<file path="src/rtl/mips_pkg.sv">
// Shared constants, state encoding and PC-select encoding for the fetch stage.
// The ERROR state exists only when PC_ALIGN_CHECK_EN is defined.
package mips_pkg;

  localparam logic [31:0] RESET_PC_DEFAULT = 32'h0000_0000;
  localparam logic [31:0] PC_INC           = 32'd4;
  localparam logic [31:0] NOP_INST         = 32'h0000_0000;

`ifdef PC_ALIGN_CHECK_EN
  typedef enum logic [1:0] {
    ST_BOOT   = 2'd0,
    ST_RUN    = 2'd1,
    ST_HALTED = 2'd2,
    ST_ERROR  = 2'd3
  } fetch_state_t;
`else
  typedef enum logic [1:0] {
    ST_BOOT   = 2'd0,
    ST_RUN    = 2'd1,
    ST_HALTED = 2'd2
  } fetch_state_t;
`endif

  typedef enum logic [1:0] {
    SEL_HOLD  = 2'd0,
    SEL_INC   = 2'd1,
    SEL_REDIR = 2'd2
  } pc_sel_t;

endpackage

</file>
<file path="src/rtl/pc_next_sel.sv">
// Combinational next-PC mux (hold / pc+4 / redirect target) with target alignment check.
// With PC_ALIGN_CHECK_EN the raw target is kept and misaligned_o flags bad low bits.
module pc_next_sel
  import mips_pkg::*;
(
  input  logic [31:0] pc_i,
  input  logic [31:0] redirect_target_i,
  input  pc_sel_t     sel_i,
`ifdef PC_ALIGN_CHECK_EN
  output logic        misaligned_o,
`endif
  output logic [31:0] pc_next_o
);

  logic [31:0] target_s;

`ifdef PC_ALIGN_CHECK_EN
  // A misaligned target never reaches the PC: the top level holds instead.
  assign target_s     = redirect_target_i;
  assign misaligned_o = (redirect_target_i[1:0] != 2'b00);
`else
  assign target_s = redirect_target_i & ~32'h0000_0003;
`endif

  // Select the next program counter value.
  always_comb begin
    pc_next_o = pc_i;
    case (sel_i)
      SEL_HOLD:  pc_next_o = pc_i;
      SEL_INC:   pc_next_o = pc_i + PC_INC;
      SEL_REDIR: pc_next_o = target_s;
      default:   pc_next_o = pc_i;
    endcase
  end

endmodule

</file>
<file path="src/rtl/pc_fetch_unit.sv">
// Instruction-fetch stage: PC register, IF/ID register, delivered-instruction counter and control FSM.
// Optional PC_ALIGN_CHECK_EN adds misalign_err and a sticky ERROR state for unaligned redirects.
module pc_fetch_unit
  import mips_pkg::*;
#(
  parameter logic [31:0] RESET_PC = RESET_PC_DEFAULT
)(
  input  logic        clk,
  input  logic        rst,
  input  logic        stall,
  input  logic        redirect_valid,
  input  logic [31:0] redirect_target,
  input  logic        halt,
  output logic [31:0] im_addr,
  input  logic [31:0] im_inst,
  output logic        if_valid,
  output logic [31:0] if_inst,
  output logic [31:0] if_pc,
  output logic [31:0] if_pc_plus4,
  output logic        halted,
`ifdef PC_ALIGN_CHECK_EN
  output logic        misalign_err,
`endif
  output logic [31:0] fetch_count
);

  fetch_state_t state_q, state_d;
  logic [31:0]  pc_q, pc_d;
  logic         if_valid_q, if_valid_d;
  logic [31:0]  if_inst_q, if_inst_d;
  logic [31:0]  if_pc_q, if_pc_d;
  logic [31:0]  if_pc_plus4_q, if_pc_plus4_d;
  logic [31:0]  fetch_count_q, fetch_count_d;
  pc_sel_t      pc_sel_s;
  logic [31:0]  pc_next_s;
`ifdef PC_ALIGN_CHECK_EN
  logic         misalign_q, misalign_d;
  logic         misaligned_s;
`endif

  pc_next_sel u_pc_next_sel (
    .pc_i              (pc_q),
    .redirect_target_i (redirect_target),
    .sel_i             (pc_sel_s),
`ifdef PC_ALIGN_CHECK_EN
    .misaligned_o      (misaligned_s),
`endif
    .pc_next_o         (pc_next_s)
  );

  // Next-state and datapath control; everything holds unless a branch below says otherwise.
  always_comb begin
    state_d       = state_q;
    pc_sel_s      = SEL_HOLD;
    if_valid_d    = if_valid_q;
    if_inst_d     = if_inst_q;
    if_pc_d       = if_pc_q;
    if_pc_plus4_d = if_pc_plus4_q;
    fetch_count_d = fetch_count_q;
`ifdef PC_ALIGN_CHECK_EN
    misalign_d    = misalign_q;
`endif
    case (state_q)
      ST_BOOT: state_d = ST_RUN;
      ST_RUN: begin
        if (redirect_valid) begin
`ifdef PC_ALIGN_CHECK_EN
          if (misaligned_s) begin
            state_d    = ST_ERROR;
            if_valid_d = 1'b0;
            misalign_d = 1'b1;
          end else begin
            pc_sel_s   = SEL_REDIR;
            if_valid_d = 1'b0;
          end
`else
          pc_sel_s   = SEL_REDIR;
          if_valid_d = 1'b0;
`endif
        end else if (stall) begin
          state_d = ST_RUN;
        end else if (halt) begin
          state_d    = ST_HALTED;
          if_valid_d = 1'b0;
        end else begin
          pc_sel_s      = SEL_INC;
          if_inst_d     = im_inst;
          if_pc_d       = pc_q;
          if_pc_plus4_d = pc_next_s;
          if_valid_d    = 1'b1;
          fetch_count_d = fetch_count_q + 32'd1;
        end
      end
      ST_HALTED: state_d = ST_HALTED;
`ifdef PC_ALIGN_CHECK_EN
      ST_ERROR:  state_d = ST_ERROR;
`endif
      default:   state_d = ST_BOOT;
    endcase
  end

  assign pc_d = pc_next_s;

  // State, PC, IF/ID and counter registers.
  always_ff @(posedge clk or posedge rst) begin
    if (rst) begin
      state_q       <= ST_BOOT;
      pc_q          <= RESET_PC;
      if_valid_q    <= 1'b0;
      if_inst_q     <= NOP_INST;
      if_pc_q       <= 32'h0000_0000;
      if_pc_plus4_q <= 32'h0000_0000;
      fetch_count_q <= 32'h0000_0000;
`ifdef PC_ALIGN_CHECK_EN
      misalign_q    <= 1'b0;
`endif
    end else begin
      state_q       <= state_d;
      pc_q          <= pc_d;
      if_valid_q    <= if_valid_d;
      if_inst_q     <= if_inst_d;
      if_pc_q       <= if_pc_d;
      if_pc_plus4_q <= if_pc_plus4_d;
      fetch_count_q <= fetch_count_d;
`ifdef PC_ALIGN_CHECK_EN
      misalign_q    <= misalign_d;
`endif
    end
  end

  assign im_addr     = pc_q;
  assign if_valid    = if_valid_q;
  assign if_inst     = if_inst_q;
  assign if_pc       = if_pc_q;
  assign if_pc_plus4 = if_pc_plus4_q;
  assign fetch_count = fetch_count_q;
  assign halted      = (state_q == ST_HALTED);
`ifdef PC_ALIGN_CHECK_EN
  assign misalign_err = misalign_q;
`endif

endmodule
</file>
<file path="config.mk">
export PLATFORM = sky130hd
export DESIGN_NAME = pc_fetch_unit
export DESIGN_NICKNAME = d
export VERILOG_FILES = /design/src/rtl/mips_pkg.sv /design/src/rtl/pc_next_sel.sv /design/src/rtl/pc_fetch_unit.sv
export SDC_FILE = /design/constraint.sdc
export NUM_CORES = 1
export LEC_CHECK = 0
export BUFFER_PORTS_ARGS = -buffer_cell sky130_fd_sc_hd__buf_2
export CELL_PAD_IN_SITES_DETAIL_PLACEMENT = 2
export CELL_PAD_IN_SITES_GLOBAL_PLACEMENT = 2
export CORE_MARGIN = 5
export CORE_UTILIZATION = 27
export DETAILED_ROUTE_END_ITERATION = 12
export PLACE_DENSITY_LB_ADDON = 0.1
export SYNTH_ARGS = -nofsm -noshare
export SYNTH_HDL_FRONTEND = slang
export SYNTH_HIERARCHICAL = 1
export SYNTH_SLANG_ARGS = --single-unit
</file>
<file path="constraint.sdc">
create_clock -name clk -period 4.95 [get_ports clk]
set_clock_uncertainty 0.05 [all_clocks]
set_input_delay 0.2475 -clock clk [delete_from_list [all_inputs] [get_ports clk]]
set_output_delay 0.2475 -clock clk [all_outputs]
set_load 0.005 [all_outputs]
</file>
# == After elaboration in Yosys (flattened, before gate mapping) ==
# Index checks and enable logic that the tools add are counted.
# word_totals
register_bits,163
latchBits,0
ram_bits,0
romBits,0
input_bits,69
wordCells,35
memories,0
# op_classes
n_addsub,2
mul,0
div_mod_pow,0
n_lt_le_gt_ge,0
n_eq_ne,7
shift,0
n_mux,12
bitwise_logic,3
n_reduce_logical,4
# op_table
cell,n
case mux 32 bit (2 select lines),1
adder 32 x 1 -> 32 bit (second input constant),1
adder 32 x 3 -> 32 bit (second input constant),1
2-to-1 mux 2 bit,5
case mux 2 bit (3 select lines),1
2-to-1 mux 1 bit,5
== test 2 x 1 -> 1 bit (second input constant),2
== test 2 bit (second input constant),2
AND reduction 2 bit,2
AND reduction 4 bit,1
!= test 3 bit (second input constant),1
inverter 1 bit,3
logical NOT 2 bit,1
!= test 2 x 1 -> 1 bit (second input constant),1
!= test 2 bit (second input constant),1

# == Logic depth before layout (Yosys ltp) ==
# Gate-level depths: netlist (run 1).
# depth
ltp_word,6
mapped_depth,13
depth_no_buf,11

# == Cells and area by module ==
# The synthesis (run 1) kept the hierarchy.
# modules_own_cells
module,n_inst,cells_each,area_each_um2,seq_area_each_um2
pc_fetch_unit,1,602,6067.1,4078.9
pc_next_sel,1,212,1335.0,0.0

# == Worst setup path after synthesis (run 1) ==
# OpenSTA, ideal clock, no wires.
# synth_timing
path_type,flip-flop to flip-flop
from,register state_q[1]
to,register if_pc_plus4_q[11] (netlist: if_pc_plus4[11])
setup_ns,0.117
t_arrival_ns,2.758
required_ns,4.783
setup_slack_ns,2.025
path_stages_with_launch,13
path_buffers,4
synth_period_minus_slack_ns,2.925
cell_sequence,dfrtp_1 > nor3b_1 > nand2_1 > inv_2 > clkbuf_1 > inv_1 > ha_1 > clkbuf_1 > buf_1 > clkbuf_1 > o221ai_1 > nand2_1 > nand2_1
# synth_via
elab_chain_cells,4
# synth_rtl
element,line,source
start: declaration,pc_fetch_unit.sv:27,"fetch_state_t state_q, state_d;"
start signal: assignment,pc_fetch_unit.sv:118,state_q <= state_d;
== test 2 x 1 -> 1 bit (*),pc_fetch_unit.sv:63,case (state_q)
2-to-1 mux 2 bit (*),pc_fetch_unit.sv:63,
named net pc_sel_s[0],pc_fetch_unit.sv:34,pc_sel_t pc_sel_s;
== test 2 bit / == test 2 x 1 -> 1 bit (equally long branches),pc_next_sel.sv:28,case (sel_i)
case mux 32 bit (2 select lines) (*),pc_next_sel.sv:28,
named net pc_d[11],pc_fetch_unit.sv:28,"logic [31:0] pc_q, pc_d;"
end signal: assignment,pc_fetch_unit.sv:123,if_pc_plus4_q <= if_pc_plus4_d;
end: declaration,pc_fetch_unit.sv:32,"logic [31:0] if_pc_plus4_q, if_pc_plus4_d;"
# The timed path passes the listed nets; every way through them passes the cells marked *.
# A chain may end at the register's enable or synchronous reset.

# == Worst setup path in the final report (run 1) ==
# layout_timing
from,register state_q[0]
to,register if_pc_plus4_q[8] (netlist: if_pc_plus4[8])
# layout_via
elab_chain_cells,4
# layout_rtl
element,line
== test 2 x 1 -> 1 bit (*),pc_fetch_unit.sv:63
2-to-1 mux 2 bit (*),pc_fetch_unit.sv:63
== test 2 bit / == test 2 x 1 -> 1 bit (equally long branches),pc_next_sel.sv:28
case mux 32 bit (2 select lines) (*),pc_next_sel.sv:28
named net pc_d[8],pc_fetch_unit.sv:28
# Marks and branches as above.

==> flow_metrics.env, run 1 <==
export IMPL_drtPass1Iterations=4
export IMPL_met1Wirelength_um=12000
export IMPL_grt_max_degree=88
export IMPL_dp_hpwl_um=17900
export IMPL_wl_um=26100
export IMPL_dr_max_layer_used="met5"
export IMPL_numCtsBuffers=17
export IMPL_grt_pass1_wl_um=42500
export IMPL_ys_warn_count=6
export IMPL_ir_worst_vdd_mv=0.207
export IMPL_drt_iter0_markers=259
export IMPL_crit_fanout=51
export IMPL_n_fill_cell=3064
export IMPL_rows=60
export IMPL_cp_arrival_ps=3790
export IMPL_route_met2_wl_um=12400
export IMPL_cp_start_kind="flip-flop"
export IMPL_drtAntennaViolNets=0
export IMPL_cts_tree="yes"
export IMPL_fp_dieH_um=176
export IMPL_slew_headroom=0.355
export IMPL_timing_worst_setup_path_type="reg2reg"
export IMPL_p_leak_nw=5.36
export IMPL_yosysMostFrequentCell="nand2_1"
export IMPL_syn_num_nets=887
export IMPL_seq_area_um2=4080
export IMPL_grt_pass1_vias=7481
export IMPL_wl_per_cell_um=18.5
export IMPL_critPathCaptureType="flip-flop"
export IMPL_viasPerCell=4.80
export IMPL_switching_share=0.320
export IMPL_cp_required_ps=5270
export IMPL_clkPwrFrac=0.363
export IMPL_holdCritPathClass="in2reg"
export IMPL_cts_sinks=163
export IMPL_max_stage_delay_ps=510
export IMPL_cts_root_buf="clkbuf_16"
export IMPL_power_net_switching_mw=1.29
export IMPL_start_util=0.275
export IMPL_status="finished clean"
export IMPL_cts_path_max_buffers=2
export IMPL_synth_seq_cells=163
export IMPL_diodes=0
export IMPL_ys_seq_area_frac=0.551
export IMPL_hold_worst_slack_ps=40.9
export IMPL_grt_overflow=0
export IMPL_area_growth_syn_to_layout_pct=33.0
export IMPL_syn_area_per_cell_um2=9.09
export IMPL_clk_latency_ps=430
export IMPL_coreArea_um2=27000
export IMPL_path_clk_slew_ps=80
export IMPL_clock_fmax_mhz=288
export IMPL_postSynthCellCount=814
export IMPL_path_cells="nor3b_1 > nand2_4 > clkinv_2 > buf_4 > ha_1 > buf_4 > inv_1 > o31a_1 > o22ai_1 > nand2_1 > nand2_1"
export IMPL_io_pins=231
export IMPL_grt_usage=0.172
export IMPL_wl_met3_um=1380
export IMPL_finalNonFillerCells=1412
export IMPL_drv_slew=0
export IMPL_floorplan_die_area_um2=30800
export IMPL_yosysTopAreaCell="dfrtp_1"
export IMPL_hold_viol=0
export IMPL_synth_commonest_cells="nand2_1, dfrtp_1, clkbuf_1"
export IMPL_async_flop_share=1.00
export IMPL_drive_above_1_share=0.269
export IMPL_seqPwrFrac=0.443
export IMPL_rsz0062_at_grt="false"
export IMPL_ys_top_cells_by_area="dfrtp_1, nand2_1, xor2_1"
export IMPL_htree_levels=4
export IMPL_tightest_slew_ps=967
export IMPL_place_congestion=0.717
export IMPL_p_comb_frac=0.194
export IMPL_syn_cell_area_um2=7400
export IMPL_synth_top_area_share=0.551
export IMPL_power_density_nw_per_um2=410
export IMPL_synth_edf_count=0
export IMPL_synth_cell_types=50
export IMPL_num_vias=6775
export IMPL_fin_crit_sh=0.700
export IMPL_cpMaxStageDelayCell="nor3b_1"
export IMPL_tns_ps=0
export IMPL_multi_input_area_um2=3070
export IMPL_drcViolationCount=0
export IMPL_max_cap_violations=0
export IMPL_ys_flop_type="dfrtp_1"
export IMPL_p_int_mw=2.75
export IMPL_io_buffers=228
export IMPL_antenna_found_initial=1
export IMPL_place_inst=1347
export IMPL_p_total_mw=4.04
export IMPL_die_w_um=176
export IMPL_min_period_ps=3470
export IMPL_nets=1131
export IMPL_report_final_setup_viol=0
[metrics by stage]
step / area, um^2 / utilization / worst slack (ps)
floorplan: 7400 / - / 248
global placement: 8870 / 0.329 / 1380
detailed placement: 8870 / 0.329 / 1360
CTS: 9840 / 0.365 / 1340
global route: 9840 / 0.365 / 1070
finish: 9840 / 0.365 / 1480
[cells in the final DEF (no fill, tap or decap), drive strengths merged, types with 2 or more instances in the layout]
cell type | synthesis | final
nor2b | 4 | 4
mux2 | 4 | 4
nor3 | 20 | 20
o22ai | 5 | 5
nor4 | 11 | 11
a21oi | 10 | 10
and2 | 3 | 3
clkbuf | 36 | 17
nor2 | 33 | 33
bufinv | 0 | 3
nand3 | 14 | 14
o31a | 5 | 5
dlygate4sd3 | 0 | 33
and4 | 11 | 11
mux2i | 16 | 16
nand4 | 17 | 17
inv | 23 | 30
nand2 | 328 | 328
o21a | 3 | 3
buf | 8 | 236
a222oi | 4 | 4
o21ai | 22 | 22
xor2 | 24 | 24
a22oi | 15 | 15
dfrtp | 163 | 163
and3 | 11 | 11
xnor2 | 7 | 7
nor4b | 2 | 2
clkinv | 0 | 4
ha | 4 | 4
[what timing repair did]
| action | CTS | global route |
|---|---|---|
| hold endpoints to repair | 112 | 0 |
| gates resized for setup | 0 | 0 |
| setup buffers | 0 | 0 |
| hold buffers | 33 | 0 |
[power groups by stage]
stage	Combinational [mW]	Sequential, mW	Clock (mW)
2_1_floorplan	0.346	1.79	0
3_3_place_gp	0.768	1.81	0
3_5_place_dp	0.785	1.82	0
4_1_cts	0.808	1.79	1.51
5_1_grt	0.895	1.83	1.57
6_report	0.782	1.79	1.47
[sequential cells by signal (all words and copies together) (netlist names)]
| register | count |
|---|---|
| state_q | 2 |
| im_addr | 32 |
| if_valid | 1 |
| fetch_count | 32 |
| if_pc_plus4 | 32 |
| if_inst | 32 |
| if_pc | 32 |
[final timing paths]
path / start / end / slack [ps] / cells after the start
hold / removal: redirect_target[14] / im_addr[14]$_DFF_PP0_ / 40 / 3
min in group asynchronous: rst / if_pc[5]$_DFFE_PP0P_ / 460 / 3
max in group asynchronous: rst / fetch_count[10]$_DFFE_PP0P_ / 3230 / 4
setup / recovery: state_q[0]$_DFFE_PP0P_ / if_pc_plus4[8]$_DFFE_PP0P_ / 1480 / 11
setup reg to reg: state_q[0]$_DFFE_PP0P_ / if_pc_plus4[8]$_DFFE_PP0P_ / 1480 / 11
hold reg to reg: if_pc[31]$_DFFE_PP0P_ / if_pc[31]$_DFFE_PP0P_ / 420 / 2
[layer usage]
layer | up-vias | GRT usage
met5 | - | 0
met4 | 2 | 0.0367
met3 | 21 | 0.0478
met2 | 152 | 0.288
met1 | 3425 | 0.225
li1 | 3175 | -
[cell families after synthesis]
logic type      after synthesis  share of synthesized area
simple gates                460                      0.281
flops                       163                      0.551
compound gates               69                     0.0609
buf+inv                      67                     0.0355
xor+xnor                     31                     0.0367
mux                          20                     0.0277
fa+ha+maj                     4                    0.00676
[layout make-up]
class | instances | share of cell area
repair buffers | 269 | 0.156
clock inverters | 15 | 0.0217
clock buffers | 17 | 0.0432
multi-input cells | 584 | 0.312
flip-flops and latches | 163 | 0.414
well taps | 341 | 0.0434
inverters | 23 | 0.00941
[critical path: cells and delay by family, from the launching register on]
kind            cells  cell delay [ps]
flops               1              440
compound gates      2              660
simple gates        4              740
fa+ha+maj           1              250
buf+inv             4             1260
Note: power is estimated with default switching activity, not from simulation.
==> inputs of run 2 (changes only) <==
Settings changed: CORE_UTILIZATION 27 to 30.
Clock period 4.95 ns to 3.5 ns, I/O delays scaled along.
==> run 2 against run 1 <==
Compared with the run above: hold slack worse by 18 ps; sequential power grew 41%; die area shrank 9.4%; setup slack got worse by 1100 ps; utilization rose by 4.4 points; count of clock-buffer cells in the layout grew 3; sequential cell count unchanged; critical path depth fell by 1.
==> flow_metrics.env, run 2 (synthesis results as in run 1) <==
export IMPL_drv_slew=0
export IMPL_cp_arrival_ps=3390
export IMPL_ir_worst_vdd_mv=0.297
export IMPL_place_congestion=0.720
export IMPL_wl_per_cell_um=18.5
export IMPL_grt_usage=0.191
export IMPL_hold_viol=0
export IMPL_fp_dieH_um=167
export IMPL_cts_resized=0
export IMPL_cts_sinks=163
export IMPL_drt_iter0_markers=229
export IMPL_drtAntennaViolNets=0
export IMPL_grt_max_degree=90
export IMPL_fin_crit_sh=0.883
export IMPL_cts_tree="yes"
export IMPL_num_vias=6729
export IMPL_clk_latency_ps=430
export IMPL_r2r_start="state_q[0]$_DFFE_PP0P_"
export IMPL_antenna_found_initial=3
export IMPL_die_w_um=167
export IMPL_io_pins=231
export IMPL_multi_input_area_um2=3070
export IMPL_path_clk_slew_ps=60
export IMPL_slew_headroom=0.311
export IMPL_viasPerCell=4.76
export IMPL_holdCritPathClass="in2reg"
export IMPL_report_final_setup_viol=0
export IMPL_postCtsSetupBuffers=0
export IMPL_n_fill_cell=2746
export IMPL_grt_pass1_wl_um=43100
export IMPL_dp_hpwl_um=17300
export IMPL_cts_root_buf="clkbuf_16"
export IMPL_rr_worst_depth=10
export IMPL_numCtsBuffers=17
export IMPL_reg2reg_to="if_pc_plus4[10]$_DFFE_PP0P_"
export IMPL_drcViolationCount=0
export IMPL_status="finished clean"
export IMPL_tightest_slew_ps=1030
export IMPL_timing_worst_setup_path_type="reg2reg"
export IMPL_rsz0062_at_grt="false"
export IMPL_coreArea_um2=24300
export IMPL_seq_area_um2=4080
export IMPL_min_period_ps=3090
export IMPL_final_common_cell="nand2_1"
export IMPL_p_leak_nw=5.40
export IMPL_grt_overflow=0
export IMPL_tns_ps=0
export IMPL_grt_pass1_vias=7487
export IMPL_critPathCapture="if_pc_plus4[10]$_DFFE_PP0P_"
export IMPL_power_density_nw_per_um2=550
export IMPL_r2r_slack_ps=410
export IMPL_area_growth_syn_to_layout_pct=34.4
export IMPL_top_usage_layer="met2"
export IMPL_final_cell_mix="nand2_1, buf_2, dfrtp_1, dlygate4sd3_1, nor2_1"
export IMPL_finalNonFillerCells=1415
export IMPL_cts_path_max_buffers=2
export IMPL_drtPass1Iterations=4
export IMPL_cp_required_ps=3800
export IMPL_max_cap_violations=0
export IMPL_wl_um=26200
export IMPL_rows=57
export IMPL_clock_fmax_mhz=324
export IMPL_start_util=0.304
export IMPL_gr_usage_met2=0.320
export IMPL_hold_depth=3
export IMPL_drive_above_1_share=0.263
export IMPL_cp_start_kind="flip-flop"
export IMPL_nets=1150
export IMPL_critPathLaunch="state_q[0]$_DFFE_PP0P_"
export IMPL_met3_usage=0.0574
export IMPL_htree_levels=4
export IMPL_io_buffers=228
export IMPL_crit_fanout=24
export IMPL_floorplan_die_area_um2=27900
export IMPL_ctsHoldBuffers=51
export IMPL_critPathCaptureType="flip-flop"
export IMPL_met1_usage=0.247
export IMPL_place_inst=1331
## run 2: changes by cell type in the layout (fill, tap and decap cells not counted), sizes merged
cell	before	now
buf	236	237
bufinv	3	0
clkbuf	17	20
clkinv	4	6
clkinvlp	1	4
diode	0	1
dlygate4sd3	33	51
inv	30	25
## run 2: per-layer routing
metal,wire length [um],share of wire
met1,11700,0.45
met2,12800,0.49
met3,1460,0.056
met4,210,0.0080
met5,25,0.00095
## run 2: report_power, final
part           internal [mW]  leakage (nW)  switching, mW
clock                  0.959         0.264          0.840
sequential              2.22          2.15          0.310
combinational          0.516          2.99          0.622
## run 2: final cells by class
cell class	instances	area share
clock inverter	12	0.00981
tap	324	0.0408
inverter	23	0.00918
sequential	163	0.410
clock buffer	20	0.0459
timing repair buffer	288	0.175
antenna	1	0.000252
multi-input combinational	584	0.309
## run 2: critical path, stage by stage (launching register included)
cell,delay [ps]
dfrtp_1,450
nor3b_1,480
nand2_4,240
clkinv_2,90
buf_4,250
ha_1,210
inv_1,380
o31a_1,430
o22ai_1,250
nand2_1,100
nand2_1,80
## run 2: worst min path at each step
stage / from / to / slack (ps)
floorplan: im_inst[0] / if_inst[0]$_DFFE_PP0P_ / 230
finish: redirect_target[26] / im_addr[26]$_DFF_PP0_ / 20
global placement: rst / if_inst[28]$_DFFE_PP0P_ / 310
detailed placement: rst / if_inst[28]$_DFFE_PP0P_ / 310
global route: redirect_target[26] / im_addr[26]$_DFF_PP0_ / 10
CTS: redirect_target[26] / im_addr[26]$_DFF_PP0_ / 5
## run 2: stage by stage
stage / power, mW / hold slack, ps / setup WS (ps) / util / instance area [um^2]
after floorplan: 3.02 / 230 / 575 / - / 7410
after global placement: 3.64 / 311 / 462 / 0.365 / 8880
after detailed placement: 3.69 / 306 / 387 / 0.365 / 8880
after CTS: 5.56 / 4.64 / 304 / 0.409 / 9940
after global routing: 5.84 / 14.0 / 116 / 0.409 / 9950
final: 5.47 / 22.6 / 410 / 0.409 / 9950
